[config.mk]
export PLATFORM = sky130hd
export DESIGN_NAME = alu_l2_flat
export DESIGN_NICKNAME = d
export VERILOG_FILES = /design/src/rtl/alu_l2_pkg.sv /design/src/rtl/alu_l2_if.sv /design/src/rtl/alu_l2_stage.sv /design/src/rtl/alu_l2.sv /design/src/flat_wrapper.sv
export SDC_FILE = /design/constraint.sdc
export NUM_CORES = 1
export LEC_CHECK = 0
export CAP_MARGIN = 20
export CORE_ASPECT_RATIO = 1.2
export CORE_MARGIN = 2
export CORE_UTILIZATION = 48
export DETAILED_ROUTE_END_ITERATION = 10
export PLACE_DENSITY_LB_ADDON = 0.05
export SLEW_MARGIN = 20
export SYNTH_ARGS = -nofsm -noshare
export SYNTH_HDL_FRONTEND = slang
export SYNTH_SLANG_ARGS = --single-unit
[constraint.sdc]
create_clock -name clk -period 2.58 [get_ports clk]
set_input_delay 0.516 -clock clk [delete_from_list [all_inputs] [get_ports clk]]
set_output_delay 0.516 -clock clk [all_outputs]
set_load 0.005 [all_outputs]
[src/rtl/alu_l2_pkg.sv]
// Shared micro-architecture definitions for the ALU writeback pipeline:
// uop encodings, datapath widths and a small trace helper.
package alu_l2_pkg;

    // Encodings not listed here (e.g. UopIll) are treated as unsupported.
    typedef enum logic [3:0] {
        UopAdd  = 4'h0,
        UopSub  = 4'h1,
        UopAnd  = 4'h2,
        UopOr   = 4'h3,
        UopXor  = 4'h4,
        UopSlt  = 4'h5,
        UopSltu = 4'h6,
        UopLui  = 4'h7,
        UopSll  = 4'h8,
        UopSrl  = 4'h9,
        UopSra  = 4'hA,
        UopIll  = 4'hF
    } rv_uop_e;

    localparam int unsigned XlenW    = 32;
    localparam int unsigned RegAddrW = 5;
    // Trace characters per stage: valid, ':', two hex digits of seq_num.
    localparam int unsigned TraceCharsPerStage = 4;

    // ASCII lower-case hex digit for a nibble.
    function automatic logic [7:0] hex_char(input logic [3:0] n);
        return (n < 4'd10) ? (8'h30 + {4'h0, n}) : (8'h57 + {4'h0, n});
    endfunction

endpackage

[src/rtl/alu_l2_if.sv]
// Issue (D) and writeback (W) val/rdy channels of the ALU pipeline.
// master = issuing/consuming side, slave = the ALU.
interface alu_l2_if #(
    parameter int unsigned p_seq_num_bits = 5
);
    import alu_l2_pkg::*;

    // Issue channel
    logic                      d_val;
    logic                      d_rdy;
    logic [31:0]               d_pc;
    logic [p_seq_num_bits-1:0] d_seq_num;
    logic [XlenW-1:0]          d_op1;
    logic [XlenW-1:0]          d_op2;
    logic [RegAddrW-1:0]       d_waddr;
    rv_uop_e                   d_uop;

    // Writeback channel
    logic                      w_val;
    logic                      w_rdy;
    logic [31:0]               w_pc;
    logic [p_seq_num_bits-1:0] w_seq_num;
    logic [RegAddrW-1:0]       w_waddr;
    logic [XlenW-1:0]          w_wdata;
    logic                      w_wen;

    modport master (
        output d_val, d_pc, d_seq_num, d_op1, d_op2, d_waddr, d_uop, w_rdy,
        input  d_rdy, w_val, w_pc, w_seq_num, w_waddr, w_wdata, w_wen
    );

    modport slave (
        input  d_val, d_pc, d_seq_num, d_op1, d_op2, d_waddr, d_uop, w_rdy,
        output d_rdy, w_val, w_pc, w_seq_num, w_waddr, w_wdata, w_wen
    );

endinterface

[src/rtl/alu_l2_stage.sv]
// One val/rdy pipeline register. Accepts when empty or when the downstream
// stage takes the current entry in the same cycle.
module alu_l2_stage #(
    parameter int unsigned Width = 8
) (
    input  logic             clk,
    input  logic             rst,
    input  logic             in_val_i,
    output logic             in_rdy_o,
    input  logic [Width-1:0] in_data_i,
    output logic             out_val_o,
    input  logic             out_rdy_i,
    output logic [Width-1:0] out_data_o
);

    logic             val_d, val_q;
    logic [Width-1:0] data_q;

    assign in_rdy_o   = !val_q || out_rdy_i;
    assign out_val_o  = val_q;
    assign out_data_o = data_q;

    // Next valid: reload from upstream whenever this slot is free or draining.
    always_comb begin
        val_d = val_q;
        if (in_rdy_o) begin
            val_d = in_val_i;
        end
    end

    // Valid bit is the only reset state.
    always_ff @(posedge clk or posedge rst) begin
        if (rst) begin
            val_q <= 1'b0;
        end else begin
            val_q <= val_d;
        end
    end

    // Payload captured on an actual transfer only.
    always_ff @(posedge clk) begin
        if (in_val_i && in_rdy_o) begin
            data_q <= in_data_i;
        end
    end

endmodule

[src/rtl/alu_l2.sv]
// Pipelined single-cycle-compute ALU with val/rdy issue and writeback.
// Result is computed from the issue fields and carried through
// p_num_stages registers. Define ALU_L2_SHIFT_EN to add SLL/SRL/SRA.
module alu_l2
    import alu_l2_pkg::*;
#(
    parameter int unsigned p_seq_num_bits = 5,
    parameter int unsigned p_num_stages   = 2
) (
    input logic     clk,
    input logic     rst,
    alu_l2_if.slave alu_io
);

    localparam int unsigned PayloadW = 32 + p_seq_num_bits + RegAddrW + XlenW + 1;
    localparam int unsigned TraceW   = 8 * TraceCharsPerStage * p_num_stages;

    logic [XlenW-1:0]    result;
    logic                supported;
    logic                wen;
    logic [PayloadW-1:0] d_word;
    logic [PayloadW-1:0] last_data;
    logic [TraceW-1:0]   trace_vec;

    // Combinational execute on the issue-channel operands.
    always_comb begin
        result    = '0;
        supported = 1'b1;
        case (alu_io.d_uop)
            UopAdd:  result = alu_io.d_op1 + alu_io.d_op2;
            UopSub:  result = alu_io.d_op1 - alu_io.d_op2;
            UopAnd:  result = alu_io.d_op1 & alu_io.d_op2;
            UopOr:   result = alu_io.d_op1 | alu_io.d_op2;
            UopXor:  result = alu_io.d_op1 ^ alu_io.d_op2;
            UopSlt:  result = {31'b0, $signed(alu_io.d_op1) < $signed(alu_io.d_op2)};
            UopSltu: result = {31'b0, alu_io.d_op1 < alu_io.d_op2};
            UopLui:  result = alu_io.d_op2;
`ifdef ALU_L2_SHIFT_EN
            UopSll:  result = alu_io.d_op1 << alu_io.d_op2[4:0];
            UopSrl:  result = alu_io.d_op1 >> alu_io.d_op2[4:0];
            UopSra:  result = $unsigned($signed(alu_io.d_op1) >>> alu_io.d_op2[4:0]);
`endif
            default: begin
                result    = '0;
                supported = 1'b0;
            end
        endcase
    end

    assign wen    = supported && (alu_io.d_waddr != '0);
    assign d_word = {alu_io.d_pc, alu_io.d_seq_num, alu_io.d_waddr, result, wen};

    // Stage k feeds stage k+1; rdy ripples back from W.rdy through each stage.
    for (genvar k = 0; k < p_num_stages; k++) begin : g_stage
        logic                in_val;
        logic                in_rdy;
        logic [PayloadW-1:0] in_data;
        logic                out_val;
        logic                out_rdy;
        logic [PayloadW-1:0] out_data;
        logic [7:0]          seq8;

        if (k == 0) begin : g_first
            assign in_val  = alu_io.d_val;
            assign in_data = d_word;
        end else begin : g_chain
            assign in_val  = g_stage[k-1].out_val;
            assign in_data = g_stage[k-1].out_data;
        end

        if (k == p_num_stages - 1) begin : g_last
            assign out_rdy = alu_io.w_rdy;
        end else begin : g_inner
            assign out_rdy = g_stage[k+1].in_rdy;
        end

        alu_l2_stage #(
            .Width(PayloadW)
        ) u_stage (
            .clk       (clk),
            .rst       (rst),
            .in_val_i  (in_val),
            .in_rdy_o  (in_rdy),
            .in_data_i (in_data),
            .out_val_o (out_val),
            .out_rdy_i (out_rdy),
            .out_data_o(out_data)
        );

        // Stage 0 occupies the leftmost trace characters.
        assign seq8 = 8'(out_data[PayloadW-33 -: p_seq_num_bits]);
        assign trace_vec[(p_num_stages-1-k)*32 +: 32] =
            {(out_val ? 8'h31 : 8'h30), 8'h3A, hex_char(seq8[7:4]), hex_char(seq8[3:0])};
    end

    assign alu_io.d_rdy = g_stage[0].in_rdy;
    assign alu_io.w_val = g_stage[p_num_stages-1].out_val;
    assign last_data    = g_stage[p_num_stages-1].out_data;
    assign {alu_io.w_pc, alu_io.w_seq_num, alu_io.w_waddr, alu_io.w_wdata, alu_io.w_wen} =
        last_data;

    // Fixed-width "v:ss" per stage, stage 0 first.
    function automatic logic [TraceW-1:0] trace();
        return trace_vec;
    endfunction

endmodule
[src/flat_wrapper.sv]
// flat-port wrapper written by rule: the top's interface ports become plain ports
module alu_l2_flat import alu_l2_pkg::*;
#(
    parameter int unsigned p_seq_num_bits = 5,
    parameter int unsigned p_num_stages   = 2
)
  (clk, rst, alu_io_d_val, alu_io_d_pc, alu_io_d_seq_num, alu_io_d_op1, alu_io_d_op2, alu_io_d_waddr, alu_io_d_uop, alu_io_w_rdy, alu_io_d_rdy, alu_io_w_val, alu_io_w_pc, alu_io_w_seq_num, alu_io_w_waddr, alu_io_w_wdata, alu_io_w_wen);
  alu_l2_if #(.p_seq_num_bits(p_seq_num_bits)) alu_io_i ();
  input logic clk;
  input logic rst;
  input wire logic [$bits(alu_io_i.d_val)-1:0] alu_io_d_val;
  input wire logic [$bits(alu_io_i.d_pc)-1:0] alu_io_d_pc;
  input wire logic [$bits(alu_io_i.d_seq_num)-1:0] alu_io_d_seq_num;
  input wire logic [$bits(alu_io_i.d_op1)-1:0] alu_io_d_op1;
  input wire logic [$bits(alu_io_i.d_op2)-1:0] alu_io_d_op2;
  input wire logic [$bits(alu_io_i.d_waddr)-1:0] alu_io_d_waddr;
  input wire logic [$bits(alu_io_i.d_uop)-1:0] alu_io_d_uop;
  input wire logic [$bits(alu_io_i.w_rdy)-1:0] alu_io_w_rdy;
  output wire logic [$bits(alu_io_i.d_rdy)-1:0] alu_io_d_rdy;
  output wire logic [$bits(alu_io_i.w_val)-1:0] alu_io_w_val;
  output wire logic [$bits(alu_io_i.w_pc)-1:0] alu_io_w_pc;
  output wire logic [$bits(alu_io_i.w_seq_num)-1:0] alu_io_w_seq_num;
  output wire logic [$bits(alu_io_i.w_waddr)-1:0] alu_io_w_waddr;
  output wire logic [$bits(alu_io_i.w_wdata)-1:0] alu_io_w_wdata;
  output wire logic [$bits(alu_io_i.w_wen)-1:0] alu_io_w_wen;
  assign alu_io_i.d_val = alu_io_d_val;
  assign alu_io_i.d_pc = alu_io_d_pc;
  assign alu_io_i.d_seq_num = alu_io_d_seq_num;
  assign alu_io_i.d_op1 = alu_io_d_op1;
  assign alu_io_i.d_op2 = alu_io_d_op2;
  assign alu_io_i.d_waddr = alu_io_d_waddr;
  assign alu_io_i.d_uop = alu_io_d_uop;
  assign alu_io_i.w_rdy = alu_io_w_rdy;
  assign alu_io_d_rdy = alu_io_i.d_rdy;
  assign alu_io_w_val = alu_io_i.w_val;
  assign alu_io_w_pc = alu_io_i.w_pc;
  assign alu_io_w_seq_num = alu_io_i.w_seq_num;
  assign alu_io_w_waddr = alu_io_i.w_waddr;
  assign alu_io_w_wdata = alu_io_i.w_wdata;
  assign alu_io_w_wen = alu_io_i.w_wen;
  alu_l2 #(.p_seq_num_bits(p_seq_num_bits), .p_num_stages(p_num_stages)) u_core (.clk(clk), .rst(rst), .alu_io(alu_io_i));
endmodule
==> Yosys cells after proc, flatten, opt, wreduce, memory -nomap -nowiden <==
Index checks and enable logic that the tools add are counted.
{ "totals": {"output_inout_bits": 77, "reg_bits": 152, "inputBits": 114} }
{ "classes": {"eq_ne": 7, "n_mux": 2, "n_lt_le_gt_ge": 2, "n_addsub": 2, "n_bitwise": 3, "reduce_logical": 10} }
{ "op_table": {"columns": ["op", "count"], "rows": [
  ["case mux 32 bit (8 select lines)", 1],
  ["less-than comparator 32 bit", 2],
  ["adder 32 bit", 1],
  ["AND 32 bit", 1],
  ["OR 32 bit", 1],
  ["subtractor 32 bit", 1],
  ["bitwise XOR 32 bit", 1],
  ["== test 4 x 3 -> 1 bit (second input constant)", 4],
  ["== test 4 x 2 -> 1 bit (second input constant)", 2],
  ["OR reduction 8 bit", 1],
  ["nonzero test 5 bit", 1],
  ["== test 4 x 1 -> 1 bit (second input constant)", 1],
  ["logical NOT 4 bit", 1],
  ["logical AND 1 bit", 3],
  ["logical NOT 1 bit", 2],
  ["logical OR 1 bit", 2],
  ["2-to-1 mux 1 bit", 1]
]} }

==> Longest topological paths before layout <==
Gate-level depths: netlist of run 1.
{ "logic_depth": {"ltp_word": 4, "depth_mapped": 12, "mapped_depth_nobuf": 12} }

==> Hierarchy <==
A second synthesis of run 1 with hierarchy kept.
{ "hier_totals": {"cells_unflattened": 972, "area_unflattened_um2": 9888.2} }
{ "modules_own_cells": {"columns": ["module", "area_each_um2", "seq_area_each_um2", "n_inst", "cells_per_inst"], "rows": [
  ["alu_l2", 5268.8, 0.0, 1, 812],
  ["alu_l2_stage", 2309.7, 2277.2, 2, 80]
]} }

==> Worst setup path after synthesis of run 1 <==
OpenSTA, ideal clock, no wires.
{ "synth_timing": {"kind": "input -> register", "startpoint": "input alu_io_d_op1[0]", "endpoint": "register u_core.g_stage[0].u_stage.data_q[1] (data pin)", "stages": 12, "arrival_time_ns": 3.044, "t_required_ns": 2.309, "slack_ns": -0.735, "path_cell_list": "inv_1 -> ha_1 -> fa_1 -> o21ba_1 -> nor4_1 -> o31ai_4 -> a311oi_4 -> a31oi_4 -> o21ai_1 -> a21boi_1 -> nor4_1 -> o2111ai_1"} }
{ "synth_between": {"elab_chain_len": 2, "elab_cells_between_ends": 8, "cone_classes": "add/sub: 2; order compare: 2; mux: 1; bitwise: 3"} }
{ "synth_rtl": {"columns": ["item", "line", "rtl"], "rows": [
  ["start, declared", "flat_wrapper.sv:14", "input wire logic [$bits(alu_io_i.d_op1)-1:0] alu_io_d_op1;"],
  ["subtractor 32 bit, or another cell as far along", "alu_l2.sv:31", "UopSub: result = alu_io.d_op1 - alu_io.d_op2;"],
  ["case mux 32 bit (8 select lines) (*)", "alu_l2.sv:29", "case (alu_io.d_uop)"],
  ["via u_core.g_stage[0].u_stage.in_data_i[1]", "alu_l2_stage.sv:10", "input logic [Width-1:0] in_data_i,"],
  ["end signal, assigned", "alu_l2_stage.sv:43", "data_q <= in_data_i;"],
  ["end, declared", "alu_l2_stage.sv:17", "logic [Width-1:0] data_q;"]
]} }
The timed path passes the listed nets; every way through them passes the cells marked *.
A chain may end at the register's enable or synchronous reset.

==> Final worst setup path of run 1 <==
{ "layout_timing": {"startpoint": "input alu_io_d_op2[4]", "endpoint": "register u_core.g_stage[0].u_stage.data_q[29] (data pin)"} }
{ "layout_between": {"elab_chain_len": 2, "elab_cells_between_ends": 3, "cone_classes": "add/sub: 2; mux: 1"} }
{ "layout_rtl": {"columns": ["item", "line", "rtl"], "rows": [
  ["start, declared", "flat_wrapper.sv:15", "input wire logic [$bits(alu_io_i.d_op2)-1:0] alu_io_d_op2;"],
  ["subtractor 32 bit / adder 32 bit (equally long branches)", "alu_l2.sv:31, alu_l2.sv:30", null],
  ["case mux 32 bit (8 select lines) (*)", "alu_l2.sv:29", null],
  ["via u_core.g_stage[0].u_stage.in_data_i[29]", "alu_l2_stage.sv:10", null]
]} }
Marks and branches as above.

==> metrics, run 1 <==
vias in the first global route=10000; height of the die=160 µm; CP arrival=3.14 ns; root buffer cell=clkbuf_16; worst-skew pair later-pin latency=0.44 ns; Reg clk slew, reported paths=0.07 ns; CTS tree=yes; most frequent cell after synthesis=edfxtp_1; crit path buf inv count=4; Layout area overhead=66.4%; total power=8150 µW; largest family of logic cells by synthesized area=compound AO/OA/AOI/OAI gates; Fin. Hold Viols=0; share of the synthesized area in the top cell type=46.0%; CP Capture Type=flop; grt total ovfl=0; synth top area cells=edfxtp_1 46%, ha_1 13%, a21oi_1 3.9%, inv_1 3.8%, o21ai_0 3.0%; clock skew=0.00913 ns; Initial Util=48.7%; Seq/Total Area, Yosys=46.5%; Top FF cell, synth=edfxtp_1; max_cap viols=0; share of synthesized registers carrying an async set or reset=1.32%; Post-Synth Simple-Gate Area=9.73%; max_slew headroom=59.4%; proportion of synthesized area in mux cells=0.639%; crit-path cells=buf_4, inv_4, ha_4, inv_2, a311o_1, o31ai_4, a311oi_4, a31oi_4, o21ai_4, a221o_1, buf_4, or4_1, nand3_1; GRT Total Usage=31.2%; required time at the worst-slack endpoint=2.88 ns; share of layout cells above drive strength 1=40.9%; die area=21600 µm²; leak pwr=0.00676 µW; dpl hpwl=24600 µm; Setup WS pre-CTS=-1.20 ns; largest net degree at the start of global routing=34; die width=134 µm; # clock sinks=152; synthesis-stage register bit count=152; Ports=191; DRC=0; outcome=finished, violations left; Layout Nets=1665; initial antenna violation count=0; core area=20100 µm²; failing checks=setup timing; critical path class=primary input to flop; Post-Layout Cell Count=1722; Netlist cell types=78; final hold slack=0.226 ns; drt total wl=34100 µm; Setup crit start kind=primary input; wire per inst=19.8 µm; Final period util=110%; Pins Over Slew Limit=0; TritonCTS Buffers=17; ANT cells=0; number of enable flip-flop cells after synthesis=150; Inst Count DP=1631; CP peak stage delay=0.39 ns; PortBufs=190; Final setup viols=17; filler cell count in the final layout=1301; most instantiated cells after synthesis=150 x edfxtp_1, 105 x ha_1, 98 x inv_1; RSZ-0062 raised after global routing=yes; CP Max Fanout=3; VDD IR max=0.465 mV; Synth Warn #=0; kind of cell adding the most delay to the critical path=compound AO/OA/AOI/OAI gates; Synth Area in Compound Gates=22.0%; first-pass GRT wire length=51600 µm; drt first pass iters=5; CP max-delay cell=or4_1; Vias per Instance=5.64; Mean Syn Cell Area=10.3 µm²; most frequent CP cell=buf_4; area of the mapped netlist=9790 µm²; H-tree depth=4; Row Count=57; Synth Area in XOR/XNOR=1.52%; FMAX=0.351 GHz; DR iter-0 viols=658; adder-cell area share of the yosys netlist=13.8%; Pwr per Cell Area=500 nW/µm²; cells after synthesis=947; Final min period=2.85 ns; Synth area leader=edfxtp_1; routed vias=9704; Worst-Margin Slew=0.605 ns; Placer Congestion=0.966; setup ws final=-0.266 ns; DRT antenna net count=0; Synth Net Count=1168; clk buf depth=2; Post-CTS Hold Buffers=0; Hold Crit Class=primary input to asynchronous set/reset pin; final setup TNS=-1.99 ns
==> flip-flops by register name, summed over array words and instances (netlist names) <==
signal and count:
u_core.g_stage.u_stage.out_val_o 2, u_core.g_stage.u_stage.out_data_o 150
==> through the flow <==
stage               util (%)  area [µm²]
floorplan                  -       10100
global placement        70.9       14300
detailed placement      70.9       14300
CTS                     78.8       15800
global route            81.0       16300
finish                  81.0       16300
==> power breakdown <==
| group | internal, µW | total [µW] | switching, µW |
|---|---|---|---|
| logic | 1340 | 2590 | 1250 |
| registers | 2960 | 3010 | 50.1 |
| clock network | 1310 | 2550 | 1240 |
| total | 5610 | 8150 | 2530 |
==> path summary, 6_finish.rpt <==
| check | start | to | slack (ns) | cells past startpoint |
|---|---|---|---|---|
| setup / recovery | alu_io_d_op2[4] | u_core.g_stage[0].u_stage.out_data_o[29] | -0.27 | 13 |
| hold / removal | rst | u_core.g_stage[0].u_stage.out_val_o | 0.23 | 2 |
| setup reg to reg | u_core.g_stage[1].u_stage.out_val_o | u_core.g_stage[0].u_stage.out_data_o[17] | 1.10 | 3 |
| hold reg to reg | u_core.g_stage[0].u_stage.out_data_o[46] | u_core.g_stage[1].u_stage.out_data_o[46] | 0.41 | 0 |
| max in group asynchronous | rst | u_core.g_stage[1].u_stage.out_val_o | 2.25 | 2 |
| min in group clk | u_core.g_stage[0].u_stage.out_data_o[46] | u_core.g_stage[1].u_stage.out_data_o[46] | 0.41 | 0 |
==> layer usage <==
metal	global-route usage, %	share of wire, %	up-vias
met2	55.9	51	416
met4	18.9	6.6	0
met1	34.4	37	4609
met3	5.11	5.2	173
li1	-	-	4506
met5	0	0	-
==> what timing repair did <==
item,in CTS,in global routing
setup endpoints to repair,28,24
resized for setup,287,113
cloned,0,0
buffers inserted,47,19
pin swaps,100,78
==> area by class of cell <==
cell class,count,area [µm²],share of cell area (%)
Clock buffer,17,425,2.61
Clock inverter,15,180,1.11
Inverter,102,427,2.62
Multi-Input combinational cell,648,5800,35.6
Sequential cell,152,4550,28.0
Tap cell,265,332,2.04
Timing Repair Buffer,523,4560,28.0
==> kinds of logic (layout without fill, tap and decap cells) <==
group / Yosys count / after routing
AOI/OAI and AO/OA: 314 / 314
and+or+nand+nor: 204 / 204
DFF: 152 / 152
buffers and inverters: 147 / 657
adders and majority gates: 107 / 107
xor gates and xnor gates: 17 / 17
muxes: 6 / 6
==> cells in the final DEF (no fill, tap or decap), types with 7 or more instances in the layout <==
cell type        synthesis  layout
buf_12                   0      10
a21oi_1                 76      63
inv_2                    3      36
ha_1                   105      65
o21ai_0                 58      43
nand4_1                  9       9
clkdlybuf4s50_1          0     148
dlygate4sd2_1            0       7
a221oi_1                15      11
clkbuf_16                0      17
inv_8                    0       7
inv_1                   98      56
o21ai_2                  1      10
nor3_1                  25      18
clkbuf_2                 0       8
o211ai_1                17      17
buf_4                    1     301
a22oi_1                 23      22
o21bai_1                16      14
nor2_1                  76      67
ha_2                     0       7
o21ai_1                 15      19
or3_1                    8       8
buf_6                    0      36
edfxtp_1               150     150
nand2_1                 42      37
ha_4                     0      33
a21o_1                   9       9
a21oi_2                  1      12
xnor2_1                 17      13
Power figures use the tool's default switching activity.
==> inputs of run 2 (changes only) <==
--- a/config.mk
+++ b/config.mk
@@ -14,4 +14,5 @@
 export SLEW_MARGIN = 20
 export SYNTH_ARGS = -nofsm -noshare
 export SYNTH_HDL_FRONTEND = slang
+export SYNTH_HIERARCHICAL = 1
 export SYNTH_SLANG_ARGS = --single-unit
==> run 2 against run 1 <==
Net effect:
- the flow still finishes with violations (setup timing)
- flip-flop and latch count unchanged
- critical path depth increased by 2
- wire length increased by 1.2%
- clock power about the same
- first-iteration DRC count increased by 36%
- sequential power about the same
- largest cell class unchanged
- synthesized cell count increased by 2.6%
- combinational power about the same
==> metrics, run 2 <==
Post-CTS Hold Buffers=0 (unchanged); CP arrival=2.87 ns (was 3.14 ns); largest net degree at the start of global routing=37 (was 34); Ports=191 (unchanged); drt first pass iters=5 (unchanged); share of synthesized registers carrying an async set or reset=1.32% (unchanged); clock skew=0.0113 ns (was 0.00913 ns); DRC=0 (unchanged); wire length on met3=1650 µm (was 1770 µm); CP Capture Type=flop (unchanged); synthesis-stage register bit count=152 (unchanged); Synth Net Count=1193 (was 1168); CP Max Fanout=3 (unchanged); CP peak stage delay=0.27 ns (was 0.39 ns); kind of cell adding the most delay to the critical path=compound AO/OA/AOI/OAI gates (unchanged); ANT cells=0 (unchanged); Layout Nets=1711 (was 1665); Pins Over Slew Limit=0 (unchanged); height of the die=161 µm (was 160 µm); crit path buf inv count=5 (was 4); Setup crit start kind=primary input (unchanged); DRT antenna net count=0 (unchanged); dpl hpwl=24500 µm (was 24600 µm); Seq/Total Area, Yosys=46.1% (was 46.5%); share of the synthesized area in the top cell type=45.6% (was 46.0%); max_slew headroom=65.1% (was 59.4%); wire per inst=19.5 µm (was 19.8 µm); TritonCTS Buffers=17 (unchanged); drt total wl=34500 µm (was 34100 µm); critical path class=primary input to flop (unchanged); worst-skew pair later-pin latency=0.43 ns (was 0.44 ns); commonest non-fill, non-tap cell in the layout=buf_4 (unchanged); max FFs per register=150 (unchanged); H-tree depth=4 (unchanged); Final Util=82.2% (was 81.0%); max_cap viols=0 (unchanged); failing checks=setup timing (unchanged); Synth area leader=edfxtp_1 (unchanged); Fin. Hold Viols=0 (unchanged); grt total ovfl=0 (unchanged); Psw=2520 µW (was 2530 µW); core area=20300 µm² (was 20100 µm²); number of enable flip-flop cells after synthesis=150 (unchanged); R2R Setup Slk=1.09 ns (was 1.10 ns); share of layout cells above drive strength 1=44.3% (was 40.9%); most frequent cells in the layout=326 x buf_4, 150 x edfxtp_1, 138 x clkdlybuf4s50_1 (was 301 x buf_4, 150 x edfxtp_1, 148 x clkdlybuf4s50_1); vias in the first global route=10200 (was 10000); Initial Util=48.8% (was 48.7%); Mean Syn Cell Area=10.2 µm² (was 10.3 µm²); Final min period=2.72 ns (was 2.85 ns); most instantiated cells after synthesis=150 x edfxtp_1, 105 x ha_1, 90 x nor2_1 (was 150 x edfxtp_1, 105 x ha_1, 98 x inv_1); root buffer cell=clkbuf_16 (unchanged); clock network fraction of total power=30.9% (was 31.3%); Final setup viols=10 (was 17); Placer Congestion=0.972 (was 0.966); synth top area cells=edfxtp_1 46%, ha_1 13%, a21oi_1 4.0%, nor2_1 3.4%, inv_1 3.3% (was edfxtp_1 46%, ha_1 13%, a21oi_1 3.9%, inv_1 3.8%, o21ai_0 3.0%); Layout area overhead=68.3% (was 66.4%); Comb power frac=32.1% (was 31.8%); most frequent cell after synthesis=edfxtp_1 (unchanged); CTS tree=yes (unchanged); Switching Share=31.0% (was 31.1%); required time at the worst-slack endpoint=2.73 ns (was 2.88 ns); Reg clk slew, reported paths=0.08 ns (was 0.07 ns); Final period util=105% (was 110%); max layer used=met4 (unchanged); Vias per Instance=5.64 (about the same); outcome=finished, violations left (unchanged); cells after synthesis=972 (was 947); Routed met1 length=13200 µm (was 12800 µm); Sequential Power Share=37.0% (was 36.9%); crit-path cells=buf_8, ha_4, buf_4, buf_6, a211oi_4, o21ai_2, buf_6, a2111oi_4, buf_4, nor2_1, or2_1, a21oi_2, nor3_1, a41oi_1, o211ai_1 (was buf_4, inv_4, ha_4, inv_2, a311o_1, o31ai_4, a311oi_4, a31oi_4, o21ai_4, a221o_1, buf_4, or4_1, nand3_1); die width=135 µm (was 134 µm); RSZ-0062 raised after global routing=yes (unchanged); DR iter-0 viols=896 (was 658); final setup TNS=-0.585 ns (was -1.99 ns); Crit Reg-Reg Endpoint=u_core/g_stage[0].u_stage/out_data_o[24] (was u_core.g_stage[0].u_stage.out_data_o[17]); internal cell power=5620 µW (was 5610 µW); Row Count=57 (unchanged); CP max-delay cell=a2111oi_4 (was or4_1); leak pwr=0.00691 µW (was 0.00676 µW); R2R depth=4 (was 3); Netlist cell types=76 (was 78); VDD IR max=0.440 mV (was 0.465 mV); Synth Warn #=6 (was 0); clk buf depth=2 (unchanged); Crit Reg-Reg Startpoint=u_core/g_stage[1].u_stage/out_val_o (was u_core.g_stage[1].u_stage.out_val_o); first-pass GRT wire length=52500 µm (was 51600 µm); routed vias=9975 (was 9704); # clock sinks=152 (unchanged); initial antenna violation count=0 (unchanged); Worst-Margin Slew=0.519 ns (was 0.605 ns); GRT Total Usage=30.8% (was 31.2%); die area=21800 µm² (was 21600 µm²); Pwr per Cell Area=490 nW/µm² (was 500 nW/µm²); setup ws final=-0.138 ns (was -0.266 ns); PortBufs=190 (unchanged); area of the mapped netlist=9890 µm² (was 9790 µm²); WL met2=18400 µm (was 17300 µm); Hold Crit Class=primary input to asynchronous set/reset pin (unchanged); FMAX=0.368 GHz (was 0.351 GHz); Top FF cell, synth=edfxtp_1 (unchanged)
[run 2: cell count changes after synthesis, sizes merged, moves of 6 or more]
cell	change
nor2	+14
o211ai	+9
o21bai	-8
o21ai	-7
o311ai	+7
buf	+6
inv	-6
nand2b	+6
nor4	+6
xnor2	-6
[run 2: worst max path at each step]
stage	end	start	depth (start not counted)	slack [ns]
4_1_cts	u_core/g_stage[0].u_stage/out_data_o[31]	alu_io_d_op2[0]	13	-0.11
6_report	u_core/g_stage[0].u_stage/out_data_o[22]	alu_io_d_op2[0]	15	-0.14
3_3_place_gp	u_core/g_stage[0].u_stage/out_data_o[31]	alu_io_d_op1[0]	13	-1.06
5_1_grt	u_core/g_stage[0].u_stage/out_data_o[31]	alu_io_d_op2[0]	13	-0.23
3_5_place_dp	u_core/g_stage[0].u_stage/out_data_o[31]	alu_io_d_op1[0]	13	-1.09
2_1_floorplan	u_core/g_stage[0].u_stage/out_data_o[31]	alu_io_d_op1[0]	12	-0.43
[run 2: logic make-up after synthesis]
family / synth area share [%]
compound gates: 21.4
simple gates: 11.2
mux: 0.810
flops: 46.1
fa+ha+maj: 13.7
buf+inv: 5.73
xor+xnor: 1.15
[run 2: power by group through the flow]
stage	clock network, µW	logic (µW)	registers (µW)
CTS	2560	2390	3010
global route	2640	2780	3030
detailed placement	0	2130	3070
floorplan	0	910	3060
global placement	0	2110	3050
finish	2520	2620	3010
[run 2: metal layers]
metal,vias to the layer above,GRT usage (%)
li1,4653,-
met1,4795,35.7
met2,417,56.5
met3,110,4.14
met4,0,13.5
met5,-,0
[run 2: area by class of cell]
type	instances	area (µm²)
tap	265	332
multi-input combinational	674	6120
timing repair buffer	550	4680
inverter	95	369
clock inverter	14	146
fill	1254	3610
sequential	152	4550
clock buffer	18	439
[run 2: repair_timing]
| item | in CTS | in global routing |
|---|---|---|
| hold endpoints to repair | 0 | 0 |
| resized for setup | 280 | 152 |
| setup endpoints to repair | 28 | 24 |
| pin swaps | 85 | 65 |
| buffers inserted | 25 | 10 |
[run 2: per-stage QoR]
step           area (µm²)  cells  setup WS, ns  hold WS, ns  power [µW]
2_1_floorplan       10000    972        -0.428        0.245        3970
3_3_place_gp        14600   1704         -1.06        0.401        5170
5_1_grt             16600   1768        -0.225        0.230        8450
6_report            16600   1768        -0.138        0.245        8150
3_5_place_dp        14600   1704         -1.09        0.405        5200
4_1_cts             16100   1759        -0.109        0.230        7950
[run 2: worst register-to-register path, delay by kind of cell, from the launching register on]
kind | cells | cell delay [ns]
buffers and inverters | 1 | 0.25
flip-flops | 1 | 0.41
AND/OR/NAND/NOR | 3 | 0.47
==> inputs of run 3 (changes only) <==
--- a/config.mk
+++ b/config.mk
@@ -6,7 +6,6 @@
 export NUM_CORES = 1
 export LEC_CHECK = 0
 export CAP_MARGIN = 20
-export CORE_ASPECT_RATIO = 1.2
 export CORE_MARGIN = 2
 export CORE_UTILIZATION = 48
 export DETAILED_ROUTE_END_ITERATION = 10
==> run 3 against run 2 <==
Net effect:
- the run still ends with setup timing left
- clock power up 3%
- first-iteration DRC count shrank 2.8%
- register-to-register slack about the same
- die area about the same
- fmax increased by 2.2%
- worst hold slack gained 0.0097 ns
- power rose by 0.78%
- sequential share of layout area unchanged
- highest routed layer unchanged
- critical path depth decreased by 2
==> metrics, run 3 (same netlist as run 2, synthesis figures left out) <==
outcome=finished, violations left (unchanged); failing checks=setup timing (unchanged); RSZ-0062 raised after global routing=yes (unchanged); grt total ovfl=0 (unchanged); Setup crit start kind=primary input (unchanged); share of layout cells above drive strength 1=44.0% (was 44.3%); max_cap viols=0 (unchanged); internal cell power=5610 µW (was 5620 µW); vias in the first global route=10100 (was 10200); max FFs per register=150 (unchanged); clk buf depth=2 (unchanged); Pwr per Cell Area=493 nW/µm² (was 490 nW/µm²); CTS tree=yes (unchanged); DRT antenna net count=0 (unchanged); Reg clk slew, reported paths=0.08 ns (about the same); drt total wl=35600 µm (was 34500 µm); dpl hpwl=24800 µm (was 24500 µm); commonest non-fill, non-tap cell in the layout=buf_4 (unchanged); FMAX=0.376 GHz (was 0.368 GHz); Final period util=103% (was 105%); Comb power frac=31.7% (was 32.1%); Final Util=82.2% (about the same); CP Capture Type=flop (unchanged); H-tree depth=4 (unchanged); required time at the worst-slack endpoint=2.76 ns (was 2.73 ns); PortBufs=190 (unchanged); routed vias=10000 (was 9975); leak pwr=0.00692 µW (was 0.00691 µW); height of the die=148 µm (was 161 µm); Setup WS pre-CTS=-1.12 ns (was -1.09 ns); Layout area overhead=68.3% (unchanged); Fin. Hold Viols=0 (unchanged); root buffer cell=clkbuf_16 (unchanged); Layout Nets=1705 (was 1711); most frequent cells in the layout=325 x buf_4, 150 x edfxtp_1, 138 x clkdlybuf4s50_1 (was 326 x buf_4, 150 x edfxtp_1, 138 x clkdlybuf4s50_1); worst-skew pair later-pin latency=0.44 ns (was 0.43 ns); Ports=191 (unchanged); CP arrival=2.84 ns (was 2.87 ns); Vias per Instance=5.67 (was 5.64); final hold slack=0.255 ns (was 0.245 ns); TritonCTS Buffers=17 (unchanged); clock network fraction of total power=31.6% (was 30.9%); R2R Setup Slk=1.10 ns (was 1.09 ns); Switching Share=31.7% (was 31.0%); # clock sinks=152 (unchanged); DRC=0 (unchanged); die area=21800 µm² (about the same); Sequential Power Share=36.7% (was 37.0%); Hold Crit Class=primary input to asynchronous set/reset pin (unchanged); initial antenna violation count=0 (unchanged); CP Max Fanout=2 (was 3); VDD IR max=0.448 mV (was 0.440 mV); final setup TNS=-0.169 ns (was -0.585 ns); filler cell count in the final layout=1204 (was 1254); max_slew headroom=59.5% (was 65.1%); ANT cells=0 (unchanged); Psw=2600 µW (was 2520 µW); die width=148 µm (was 135 µm); Placer Congestion=0.958 (was 0.972); DR iter-0 viols=871 (was 896); GRT Total Usage=31.2% (was 30.8%); clock skew=0.0189 ns (was 0.0113 ns); Final setup viols=6 (was 10); critical path class=primary input to flop (unchanged); total power=8210 µW (was 8150 µW); setup ws final=-0.0792 ns (was -0.138 ns); Initial Util=48.9% (was 48.8%); core area=20200 µm² (was 20300 µm²); Row Count=52 (was 57); drt first pass iters=5 (unchanged); largest net degree at the start of global routing=49 (was 37); Final min period=2.66 ns (was 2.72 ns); wire per inst=20.1 µm (was 19.5 µm); Worst-Margin Slew=0.601 ns (was 0.519 ns); first-pass GRT wire length=53100 µm (was 52500 µm); Pins Over Slew Limit=0 (unchanged)
-- run 3: final cells by class --
class / instances / area, µm² / area share, %
clock buffer: 17 / 425 / 2.56
sequential: 152 / 4550 / 27.4
inverter: 95 / 374 / 2.25
timing repair buffer: 544 / 4680 / 28.1
multi-input combinational: 674 / 6080 / 36.5
clock inverter: 15 / 189 / 1.14
tap: 270 / 338 / 2.03
-- run 3: timing repair --
| action | 4_1_cts | 5_1_grt |
|---|---|---|
| endpoints found under the setup margin | 27 | 23 |
| hold buffers | 0 | 0 |
| buffers inserted | 17 | 29 |
| pin swaps | 72 | 78 |
| resized for setup | 278 | 162 |
| gates cloned | 0 | 0 |
-- run 3: routing by layer --
metal	global-route usage [%]	vias to the layer above	share of wire (%)	routed length (µm)
li1	-	4650	-	-
met3	4.85	100	6.3	2230
met5	0	-	0	0
met1	39.4	4803	40	14400
met2	54.0	468	50	17800
met4	12.0	0	3.3	1170
-- run 3: stage by stage --
step                area (µm²)  instances
floorplan                10000        972
global placement         14400       1689
detailed placement       14400       1689
CTS                      15900       1738
global route             16600       1767
finish                   16600       1767
-- run 3: worst max-delay path, stage by stage --
cell and delay (ns):
buf_8 0.08, ha_4 0.13, inv_2 0.03, fa_2 0.33
and2b_1 0.25, o211ai_2 0.13, a21oi_4 0.16, o21a_4 0.16
a31oi_4 0.08, or3_4 0.35, a211oi_2 0.21, xnor2_1 0.08
a221o_1 0.32
-- run 3: power groups by stage --
stage	logic [µW]	registers [µW]	clock network (µW)
after floorplan	910	3060	0
after global placement	2050	3060	0
after detailed placement	2070	3070	0
after CTS	2330	3020	2620
after global routing	2770	3030	2710
final	2600	3020	2590
-- run 3: final timing paths --
| check | startpoint | to | cells after the start |
|---|---|---|---|
| max in group asynchronous | rst | u_core/g_stage[1].u_stage/out_val_o | 2 |
| min in group clk | u_core/g_stage[0].u_stage/out_data_o[62] | u_core/g_stage[1].u_stage/out_data_o[62] | 0 |
| worst min-delay path | rst | u_core/g_stage[0].u_stage/out_val_o | 2 |
| worst max-delay path | alu_io_d_op1[0] | u_core/g_stage[0].u_stage/out_data_o[31] | 13 |
| worst min register to register | u_core/g_stage[0].u_stage/out_data_o[62] | u_core/g_stage[1].u_stage/out_data_o[62] | 0 |
| worst max register to register | u_core/g_stage[1].u_stage/out_val_o | u_core/g_stage[0].u_stage/out_data_o[60] | 4 |
